[src/rtl/pipeline_ctrl_pkg.sv]
// +--------------------------------------------------------------------------+
// | Module      : pipeline_ctrl_pkg                                          |
// | Description : Shared types and constants for the pipeline flow control.  |
// | Revision    : 1.0 - initial release                                      |
// +--------------------------------------------------------------------------+
`default_nettype none

package pipeline_ctrl_pkg;

    typedef enum logic {
        RUN       = 1'b0,
        DMEM_WAIT = 1'b1
    } flow_state_t;

    localparam int FLUSH_CTR_W = 3;

endpackage

`default_nettype wire

[src/rtl/pipeline_perf_cnt.sv]
// +--------------------------------------------------------------------------+
// | Module      : pipeline_perf_cnt                                          |
// | Description : Enable-gated wrapping performance event counter.           |
// | Revision    : 1.0 - initial release                                      |
// +--------------------------------------------------------------------------+
`default_nettype none

module pipeline_perf_cnt #(
    parameter int CNT_W = 32
) (
    input  logic             clk,
    input  logic             rst_n,
    input  logic             en,
    output logic [CNT_W-1:0] count
);

    localparam logic [CNT_W-1:0] c_one = CNT_W'(1);

    logic [CNT_W-1:0] r_count;

    always_ff @(posedge clk or negedge rst_n) begin
        if (!rst_n) begin
            r_count <= '0;
        end else if (en) begin
            r_count <= r_count + c_one;
        end
    end

    assign count = r_count;

endmodule

`default_nettype wire

[src/rtl/pipeline_flow_ctrl.sv]
// +--------------------------------------------------------------------------+
// | Module      : pipeline_flow_ctrl                                         |
// | Description : Stall/flush scheduler producing per-stage enable/clear.    |
// | Revision    : 1.0 - initial release                                      |
// +--------------------------------------------------------------------------+
`default_nettype none

module pipeline_flow_ctrl
    import pipeline_ctrl_pkg::*;
#(
    parameter int FLUSH_CYCLES = 1,
    parameter int TIMEOUT      = 255,
    parameter int CNT_W        = 32
) (
    input  logic             clk,
    input  logic             rst_n,
    input  logic             load_use_stall,
    input  logic             ex_redirect,
    input  logic             dmem_req,
    input  logic             dmem_ready,
    output logic             pc_en,
    output logic             pc_sel_target,
    output logic             if_id_en,
    output logic             if_id_clr,
    output logic             id_ex_en,
    output logic             id_ex_clr,
    output logic             ex_mem_en,
    output logic             mem_wb_en,
    output logic             mem_wb_clr,
    output logic             mem_timeout,
    output logic [CNT_W-1:0] stall_cnt,
    output logic [CNT_W-1:0] flush_cnt
);

    localparam int c_wait_w = 16;
    localparam logic [FLUSH_CTR_W-1:0] c_flush_init = FLUSH_CTR_W'(FLUSH_CYCLES - 1);
    localparam logic [FLUSH_CTR_W-1:0] c_flush_one  = FLUSH_CTR_W'(1);
    localparam logic [c_wait_w-1:0]    c_timeout    = c_wait_w'(TIMEOUT);
    localparam logic [c_wait_w-1:0]    c_timeout_m1 = c_wait_w'(TIMEOUT - 1);
    localparam logic [c_wait_w-1:0]    c_wait_one   = c_wait_w'(1);

    generate
        if (FLUSH_CYCLES < 1 || FLUSH_CYCLES > 7) begin : g_bad_flush_cycles
            $error("pipeline_flow_ctrl: FLUSH_CYCLES must be within 1..7");
        end
        if (TIMEOUT < 1 || TIMEOUT > 65535) begin : g_bad_timeout
            $error("pipeline_flow_ctrl: TIMEOUT must be within 1..65535");
        end
    endgenerate

    flow_state_t             r_state;
    logic [FLUSH_CTR_W-1:0]  r_flush_ctr;
    logic [c_wait_w-1:0]     r_wait_ctr;
    logic                    r_mem_timeout;

    logic w_freeze;
    logic w_redirect;
    logic w_window;
    logic w_load_use;

    // Qualifying with rst_n keeps every stage enabled while reset is held,
    // regardless of what the hazard inputs are doing.
    assign w_freeze   = rst_n & dmem_req & ~dmem_ready;
    assign w_redirect = rst_n & ex_redirect & ~w_freeze;
    assign w_window   = rst_n & (r_flush_ctr != '0) & ~w_freeze & ~w_redirect;
    assign w_load_use = rst_n & load_use_stall & (r_state == RUN)
                      & ~w_freeze & ~w_redirect & ~w_window;

    always_comb begin
        pc_en         = 1'b1;
        pc_sel_target = 1'b0;
        if_id_en      = 1'b1;
        if_id_clr     = 1'b0;
        id_ex_en      = 1'b1;
        id_ex_clr     = 1'b0;
        ex_mem_en     = 1'b1;
        mem_wb_en     = 1'b1;
        mem_wb_clr    = 1'b0;
        if (w_freeze) begin
            pc_en     = 1'b0;
            if_id_en  = 1'b0;
            id_ex_en  = 1'b0;
            ex_mem_en = 1'b0;
            mem_wb_en = 1'b0;
        end else if (w_redirect) begin
            pc_sel_target = 1'b1;
            if_id_clr     = 1'b1;
            id_ex_clr     = 1'b1;
        end else if (w_window) begin
            if_id_clr = 1'b1;
        end else if (w_load_use) begin
            pc_en     = 1'b0;
            if_id_en  = 1'b0;
            id_ex_clr = 1'b1;
        end
    end

    always_ff @(posedge clk or negedge rst_n) begin
        if (!rst_n) begin
            r_state       <= RUN;
            r_flush_ctr   <= '0;
            r_wait_ctr    <= '0;
            r_mem_timeout <= 1'b0;
        end else begin
            // Leaving DMEM_WAIT happens on ready or on a dropped request alike.
            r_state <= w_freeze ? DMEM_WAIT : RUN;

            if (w_redirect) begin
                r_flush_ctr <= c_flush_init;
            end else if (w_window) begin
                r_flush_ctr <= r_flush_ctr - c_flush_one;
            end

            if (w_freeze) begin
                if (r_wait_ctr != c_timeout) begin
                    r_wait_ctr <= r_wait_ctr + c_wait_one;
                end
                if (r_wait_ctr == c_timeout_m1) begin
                    r_mem_timeout <= 1'b1;
                end
            end else begin
                r_wait_ctr <= '0;
            end
        end
    end

    assign mem_timeout = r_mem_timeout;

    pipeline_perf_cnt #(
        .CNT_W (CNT_W)
    ) u_stall_cnt (
        .clk   (clk),
        .rst_n (rst_n),
        .en    (~pc_en),
        .count (stall_cnt)
    );

    pipeline_perf_cnt #(
        .CNT_W (CNT_W)
    ) u_flush_cnt (
        .clk   (clk),
        .rst_n (rst_n),
        .en    (w_redirect),
        .count (flush_cnt)
    );

endmodule

`default_nettype wire
[config.mk]
export PLATFORM = sky130hd
export DESIGN_NAME = pipeline_flow_ctrl
export DESIGN_NICKNAME = d
export VERILOG_FILES = /design/src/rtl/pipeline_ctrl_pkg.sv /design/src/rtl/pipeline_perf_cnt.sv /design/src/rtl/pipeline_flow_ctrl.sv
export SDC_FILE = /design/constraint.sdc
export NUM_CORES = 1
export LEC_CHECK = 0
export ABC_AREA = 1
export BUFFER_PORTS_ARGS = -buffer_cell sky130_fd_sc_hd__buf_4
export CORE_MARGIN = 4
export CORE_UTILIZATION = 45
export CTS_CLUSTER_DIAMETER = 40
export DETAILED_ROUTE_END_ITERATION = 10
export PLACE_DENSITY_LB_ADDON = 0.12
export SLEW_MARGIN = 5
export SYNTH_ARGS = -nofsm -noshare
export SYNTH_HDL_FRONTEND = slang
export SYNTH_SLANG_ARGS = --single-unit
[constraint.sdc]
create_clock -name clk -period 2.07 [get_ports clk]
set_input_delay 0.3105 -clock clk [delete_from_list [all_inputs] [get_ports clk]]
set_output_delay 0.3105 -clock clk [all_outputs]
set_load 0.005 [all_outputs]
After elaboration in Yosys (flattened, before gate mapping)
Cells that the tools add are included.
{"block": "totals", "memories": 0, "mem_bits_rw": 0, "romBits": 0, "in_bits": 6, "latchBits": 0, "regBits": 85}
{"block": "op_classes", "eq_ne": 3, "multipliers": 0, "addsub": 4, "n_lt_le_gt_ge": 0, "n_reduce_logical": 3, "div": 0, "bitwise_logic": 17, "n_shift": 0, "mux": 19}
{"op": "32-bit by 1-bit adder with 32-bit output, second input constant", "count": 2}
{"op": "16-bit two-way mux", "count": 2}
{"op": "16-bit by 1-bit adder with 16-bit output, second input constant", "count": 1}
{"op": "16-bit by 8-bit == test with 1-bit output, second input constant", "count": 1}
{"op": "16-bit by 8-bit != test with 1-bit output, second input constant", "count": 1}
{"op": "1-bit two-way mux", "count": 15}
{"op": "1-bit AND", "count": 12}
{"op": "3-bit two-way mux", "count": 2}
{"op": "1-bit NOT", "count": 5}
{"op": "3-bit nonzero test", "count": 1}
{"op": "3-bit by 1-bit subtractor with 3-bit output, second input constant", "count": 1}
{"op": "2-bit by 1-bit != test with 1-bit output, second input constant", "count": 1}
{"op": "2-bit AND reduction", "count": 1}
{"op": "2-bit nonzero test", "count": 1}

Longest topological paths before layout
Gate-level depths: netlist of run 1.
{"block": "logic_depth", "word_depth": 12, "depth_mapped": 12, "mapped_depth_nobuf": 12}

Hierarchy
Synthesis of run 1 repeated with hierarchy kept, for this count alone.
{"block": "hier_totals", "cells_unflattened": 642, "hier_area_um2": 4908.5}
{"module": "pipeline_perf_cnt (u_flush_cnt)", "instances": 1, "area_each_um2": 1808.0, "seq_area_each_um2": 800.8, "cells_per_inst": 233}
{"module": "pipeline_perf_cnt (u_stall_cnt)", "instances": 1, "area_each_um2": 1761.7, "seq_area_each_um2": 800.8, "cells_per_inst": 229}
{"module": "pipeline_flow_ctrl", "instances": 1, "area_each_um2": 1338.8, "seq_area_each_um2": 525.5, "cells_per_inst": 180}

Least setup slack after synthesis of run 1
OpenSTA, ideal clock, no wires.
{"block": "synth_path", "kind": "register to output", "start": "register r_flush_ctr[0]", "end": "output port pc_en", "path_slack_ps": 514, "t_arrival_ps": 1246, "path_stages_with_launch": 10, "n_path_buf": 1, "cell_sequence": "dfrtp_1 inv_1 ha_1 ha_1 inv_1 nand2_1 nand2_1 nor2_1 nor2_2 buf_4"}
{"block": "synth_via", "elab_chain_len": 10}
{"item": "from (decl)", "line_no": "pipeline_flow_ctrl.sv:52", "text": "logic [FLUSH_CTR_W-1:0] r_flush_ctr;"}
{"item": "from (signal assigned)", "line_no": "pipeline_flow_ctrl.sv:109", "text": "r_flush_ctr <= c_flush_init;"}
{"item": "from (signal assigned)", "line_no": "pipeline_flow_ctrl.sv:111", "text": "r_flush_ctr <= r_flush_ctr - c_flush_one;"}
{"item": "3-bit nonzero test *", "line_no": "pipeline_flow_ctrl.sv:65", "text": "assign w_window = rst_n & (r_flush_ctr != '0) & ~w_freeze & ~w_redirect;"}
{"item": "1-bit AND * (3 in series)", "line_no": "pipeline_flow_ctrl.sv:65"}
{"item": "1-bit NOT", "line_no": "pipeline_flow_ctrl.sv:67", "text": "& ~w_freeze & ~w_redirect & ~w_window;"}
{"item": "1-bit AND", "line_no": "pipeline_flow_ctrl.sv:67"}
{"item": "1-bit two-way mux"}
{"item": "1-bit two-way mux * (3 in series)"}
{"item": "to (decl)", "line_no": "pipeline_flow_ctrl.sv:21", "text": "output logic pc_en,"}
Every way passes the cells marked *; elsewhere a longest branch is shown, timed or not.

Worst setup path after layout of run 1
{"block": "layout_path", "start": "register r_flush_ctr[0]", "end": "output port id_ex_clr"}
{"block": "layout_via", "elab_chain_len": 10}
{"item": "3-bit nonzero test *", "line_no": "pipeline_flow_ctrl.sv:65"}
{"item": "1-bit AND * (3 in series)", "line_no": "pipeline_flow_ctrl.sv:65"}
{"item": "1-bit NOT", "line_no": "pipeline_flow_ctrl.sv:67"}
{"item": "1-bit AND", "line_no": "pipeline_flow_ctrl.sv:67"}
{"item": "1-bit two-way mux", "line_no": "pipeline_flow_ctrl.sv:91", "text": "end else if (w_load_use) begin"}
{"item": "1-bit two-way mux *", "line_no": "pipeline_flow_ctrl.sv:89", "text": "end else if (w_window) begin"}
{"item": "1-bit two-way mux *", "line_no": "pipeline_flow_ctrl.sv:85", "text": "end else if (w_redirect) begin"}
{"item": "1-bit two-way mux *", "line_no": "pipeline_flow_ctrl.sv:79", "text": "if (w_freeze) begin"}
{"item": "to (decl)", "line_no": "pipeline_flow_ctrl.sv:26", "text": "output logic id_ex_clr,"}
Marks and branches as above.

==> flow_summary.json, run 1 <==
{
  "status": "complete, no violations",
  "p_per_area_nw_per_um2": 637,
  "grt_max_degree": 38,
  "worst-path-max-fanout": 3,
  "synthCells": 632,
  "fin_skew_ns": 0.00976,
  "cts-root-buf": "clkbuf_8",
  "ys.flop_type": "dfrtp_1",
  "fmaxAchievable_mhz": 507,
  "async_reset_ff_frac": 1.00,
  "setup_violations": 0,
  "tightest_slew_ns": 0.512,
  "antenna_found_initial": 0,
  "final_max_slew_viol_count": 0,
  "crit_type": "flop to primary output",
  "synthDistinctLibCells": 32,
  "crit_path_start_kind": "flop",
  "clkTransAtPathRegs_ns": 0.08,
  "grt_first_pass_wirelength_um": 19400,
  "port_buffers": 78,
  "ys_warn_count": 0,
  "postLayoutCoreUtil": 0.553,
  "hpwl_um": 8690,
  "drt_iter0_markers": 199,
  "num_rows": 37,
  "clk_latency_ns": 0.37,
  "die_area_sq_um": 12400,
  "period_minus_slack_ns": 1.97,
  "place.gp.congestion": 0.878,
  "clk_path_buf_depth": 2,
  "routed_via_density": 4.97,
  "hold_path.class": "input port to asynchronous set/reset pin",
  "leakagePower_nw": 2.81,
  "cts_tree": "done",
  "synth_area_sq_um": 4790,
  "cp-end-kind": "primary output",
  "vias": 4272,
  "synth_edf_count": 0,
  "ant_nets": 0,
  "antennaDiodeCount": 0,
  "cts_buffers": 9,
  "syn_area_per_cell_sq_um": 7.58,
  "ys_seq_area_frac": 0.444,
  "peakVddDrop_mv": 0.314,
  "worstPathArrival_ns": 1.66,
  "tns_ns": 0,
  "syn_to_final_growth_pct": 19.7,
  "drive_above_1_share": 0.170,
  "grt_usage": 0.191,
  "start_util": 0.462,
  "fp.dieH_um": 111,
  "grt_pass1_vias": 4072,
  "cts.sinks": 85,
  "finalCritPeriodShare": 0.953,
  "gr-total-overflow": 0,
  "max_slew_margin": 0.657,
  "grt_setup_unrepaired": "yes",
  "htree_levels": 3,
  "post-route-drc-count": 0,
  "syn_nets": 644,
  "routed_wl_um": 11400,
  "maxCapViolations": 0,
  "core_area_sq_um": 10400,
  "nets": 732,
  "finalHoldViolCount": 0,
  "synth-seq-cells": 85,
  "drt_first_pass_iters": 5,
  "wl_per_cell_um": 13.3,
  "pin_count": 80,
  "regToRegSetupSlack_ns": 0.22,
  "dieWidth_um": 111,
  "required_ns": 1.76
}
-- synth_stat cells (2+ instances only) --
cell type,count,area [sq um]
nand2_1,174,653
nor2_1,94,353
dfrtp_1,85,2130
inv_1,82,308
nand3_1,55,275
xnor2_1,24,210
nand4_1,22,138
xor2_1,16,140
o21ai_0,14,70.1
nor3_1,11,55.1
ha_1,6,75.1
nor2_2,6,37.5
a21oi_1,5,25.0
buf_4,5,37.5
nand2_2,5,31.3
o21bai_1,4,30.0
nand3b_1,3,22.5
nor2_4,3,33.8
a21o_1,2,15.0
buf_2,2,10.0
buf_6,2,22.5
o22ai_1,2,12.5
-- repair_timing --
item,4_1_cts,5_1_grt
endpoints found under the hold margin,11,0
hold buffers,1,0
resized for setup,2,8
pin swaps,0,2
buffers inserted,0,1
endpoints found under the setup margin,3,4
-- kinds of logic after synthesis --
group | count (synthesis) | synth area share
AND/OR/NAND/NOR | 378 | 0.349
AO/OA/AOI/OAI | 30 | 0.0363
flip-flops | 85 | 0.444
adder cells (fa/ha/maj) | 6 | 0.0157
buffers and inverters | 92 | 0.0807
other | 1 | 0.000783
XOR/XNOR | 40 | 0.0731
-- per-stage QoR --
step	total power [mW]	instance area, sq um	hold slack (ns)	worst slack [ns]	std cells
after global routing	3.86	5740	0.0418	-0.0124	860
after global placement	2.63	5530	0.383	0.344	843
after CTS	3.67	5710	0.0193	0.00510	859
after detailed placement	2.65	5530	0.387	0.288	843
after floorplan	2.31	4790	0.0149	0.514	632
final	3.66	5740	0.0285	0.0980	860
-- power by group --
part / internal, mW / switching (mW)
sequential: 1.80 / 0.149
clock: 0.429 / 0.607
combinational: 0.334 / 0.336
-- per-layer routing --
metal | vias to the layer above | global-route usage | part of all wire
li1 | 2164 | - | -
met1 | 1998 | 0.262 | 0.48
met2 | 100 | 0.296 | 0.46
met3 | 10 | 0.0442 | 0.057
met4 | 0 | 0.0697 | 0.012
met5 | - | 0 | 0
-- path summary, 6_finish.rpt --
path	start	cells after the start	endpoint
worst max-delay path	r_flush_ctr[0]	8	id_ex_clr
worst min-delay path	rst_n	2	r_flush_ctr[2]
worst max register to register	r_wait_ctr[0]	7	r_wait_ctr[5]
worst min register to register	u_stall_cnt.count[31]	2	u_stall_cnt.count[31]
max in group asynchronous	rst_n	3	r_wait_ctr[2]
min in group clk	ex_redirect	4	r_flush_ctr[2]
-- cell usage in the layout, fill, tap and decap left out, types with 2 or more instances in the layout --
cell,instances
o21bai_1,4
a21o_1,2
nor2_1,93
xnor2_1,24
ha_1,5
clkbuf_1,2
inv_1,81
clkbuf_8,9
clkinv_2,2
o22ai_1,2
o21ai_0,13
clkinv_4,2
nor3_1,11
nand2_2,7
nand2_1,172
buf_4,82
nand4_1,22
nand3b_1,3
dfrtp_1,85
xor2_1,16
a21oi_1,5
nand3_1,55
nor2_2,6
buf_6,2
nor2_4,4
-- worst max-delay path, cell delays in order, from the launching register on --
cell and delay (ns):
dfrtp_1 0.40, inv_1 0.06, ha_1 0.14, ha_2 0.15
inv_1 0.04, nand2_2 0.06, nand3_1 0.13, o21ai_2 0.18
buf_4 0.14
-- state kept, by name, indices dropped and copies added (netlist names) --
register / flops
u_stall_cnt.count: 32
r_wait_ctr: 16
r_flush_ctr: 3
mem_timeout: 1
r_state: 1
u_flush_cnt.count: 32
-- layout make-up --
type	instances	area (sq um)
tap	136	170
clock buffer	11	131
timing repair buffer	86	668
fill	1015	4630
multi-input combinational	455	2300
clock inverter	4	26.3
sequential	85	2130
inverter	83	317
(Power assumes the default switching activity.)
==> run 2: changes to the inputs <==
- PLACE_DENSITY: not set -> 0.76
- PLACE_DENSITY_LB_ADDON: 0.12 -> not set
- SETUP_SLACK_MARGIN: not set -> 0.5
==> flow_summary.json, run 2 (synthesized netlist as in run 1, its figures left out) <==
{
  "num-fill-cells": 857,
  "multi_input_area_sq_um": 2720,
  "place.gp.congestion": 0.890,
  "peakVddDrop_mv": 0.333,
  "p_per_area_nw_per_um2": 685,
  "worstPathArrival_ns": 1.68,
  "place_area_sq_um": 5520,
  "port_buffers": 78,
  "cts.sinks": 85,
  "syn_to_final_growth_pct": 37.3,
  "htree_levels": 3,
  "clkTransAtPathRegs_ns": 0.09,
  "core_area_sq_um": 10400,
  "grt_first_pass_wirelength_um": 21100,
  "wl_met2_um": 6510,
  "fmaxAchievable_mhz": 502,
  "status": "complete, no violations",
  "pin_count": 80,
  "wl_met1_um": 5560,
  "routed_wl_um": 13300,
  "crit_type": "flop to primary output",
  "dieWidth_um": 111,
  "ant_nets": 0,
  "postLayoutCoreUtil": 0.634,
  "gr-total-overflow": 0,
  "seqCellArea_sq_um": 2140,
  "dp_slack_ns": 0.250,
  "wl_per_cell_um": 14.9,
  "rr_startpoint": "r_flush_ctr[0]",
  "tightest_slew_ns": 0.551,
  "fin_skew_ns": 0.0104,
  "top_layer": "met4",
  "cts_tree": "done",
  "leakagePower_nw": 3.18,
  "drt_first_pass_iters": 5,
  "maxCapViolations": 0,
  "cts-root-buf": "clkbuf_8",
  "required_ns": 1.76,
  "fin_ws_ns": 0.0781,
  "regToRegSetupSlack_ns": 0.13,
  "layout_common_cells": "158 x nand2_1, 99 x buf_4, 78 x dfrtp_1",
  "grt_setup_unrepaired": "yes",
  "mostFrequentLayoutCell": "nand2_1",
  "reg2reg_depth": 13,
  "r2r-end": "u_stall_cnt.count[0]",
  "grt_usage": 0.205,
  "worst-path-max-fanout": 2,
  "grt_max_degree": 44,
  "antennaDiodeCount": 0,
  "grt_pass1_vias": 4435,
  "fp.dieH_um": 111,
  "die_area_sq_um": 12400,
  "setup_violations": 0,
  "hold_path.class": "input port to asynchronous set/reset pin",
  "clk_latency_ns": 0.37,
  "nets": 766,
  "period_minus_slack_ns": 1.99,
  "drive_above_1_share": 0.300,
  "cp-end-kind": "primary output",
  "drt_iter0_markers": 302,
  "wl_met3_um": 841,
  "cts_buffers": 9,
  "num_rows": 37,
  "hpwl_um": 8730,
  "fin_area_sq_um": 6580,
  "max_slew_margin": 0.632,
  "post-route-drc-count": 0,
  "vias": 4692,
  "final_max_slew_viol_count": 0,
  "antenna_found_initial": 0,
  "clk_path_buf_depth": 2,
  "finalHoldViolCount": 0,
  "start_util": 0.462,
  "routed_via_density": 5.24,
  "crit_path_start_kind": "flop",
  "finalCritPeriodShare": 0.962,
  "hold_ws_ns": 0.0740
}
[run 2: worst max-delay path: stages, from the launching register on]
cell	delay [ns]
dfrtp_1	0.41
inv_2	0.08
ha_4	0.13
ha_4	0.12
inv_2	0.04
nand2_4	0.07
buf_6	0.10
nand3_4	0.08
o21ai_2	0.15
buf_4	0.13
[run 2: report_power, final]
group,total [mW],switching [mW],internal (mW)
clock network,1.39,0.640,0.748
registers,1.96,0.156,1.81
logic,1.15,0.552,0.602
[run 2: routing by layer]
metal,up-vias,track usage
met2,200,0.332
met4,0,0.0827
met5,-,0
met1,2220,0.270
met3,38,0.0420
li1,2234,-
[run 2: worst max path at each step]
stage | start | endpoint | slack, ns | cells past startpoint
floorplan | r_flush_ctr[0] | pc_en | 0.51 | 9
CTS | r_flush_ctr[0] | pc_en | 0.09 | 9
finish | r_flush_ctr[0] | id_ex_clr | 0.08 | 9
global route | r_flush_ctr[0] | id_ex_clr | -0.01 | 9
global placement | r_flush_ctr[0] | pc_en | 0.33 | 9
detailed placement | r_flush_ctr[0] | pc_en | 0.25 | 9
[run 2: through the flow]
step / power, mW / cells / TNS (ns)
2_1_floorplan: 2.31 / 632 / 0
3_3_place_gp: 2.62 / 843 / 0
3_5_place_dp: 2.66 / 843 / 0
4_1_cts: 4.31 / 883 / 0
5_1_grt: 4.73 / 895 / -0.0215
6_report: 4.50 / 895 / 0
[run 2: final cells by class]
type / instances / share of cell area
multi-input cells: 456 / 0.414
flip-flops and latches: 85 / 0.325
repair buffers: 119 / 0.152
inverters: 83 / 0.0481
well taps: 136 / 0.0259
clock buffers: 11 / 0.0230
clock inverters: 5 / 0.0126
[run 2: timing repair]
| item | 4_1_cts | 5_1_grt |
|---|---|---|
| pin swaps | 10 | 25 |
| setup buffers | 19 | 12 |
| gates cloned | 3 | 0 |
| endpoints found under the hold margin | 5 | 0 |
| endpoints found under the setup margin | 54 | 58 |
| gates resized for setup | 65 | 77 |
| hold buffers | 2 | 0 |
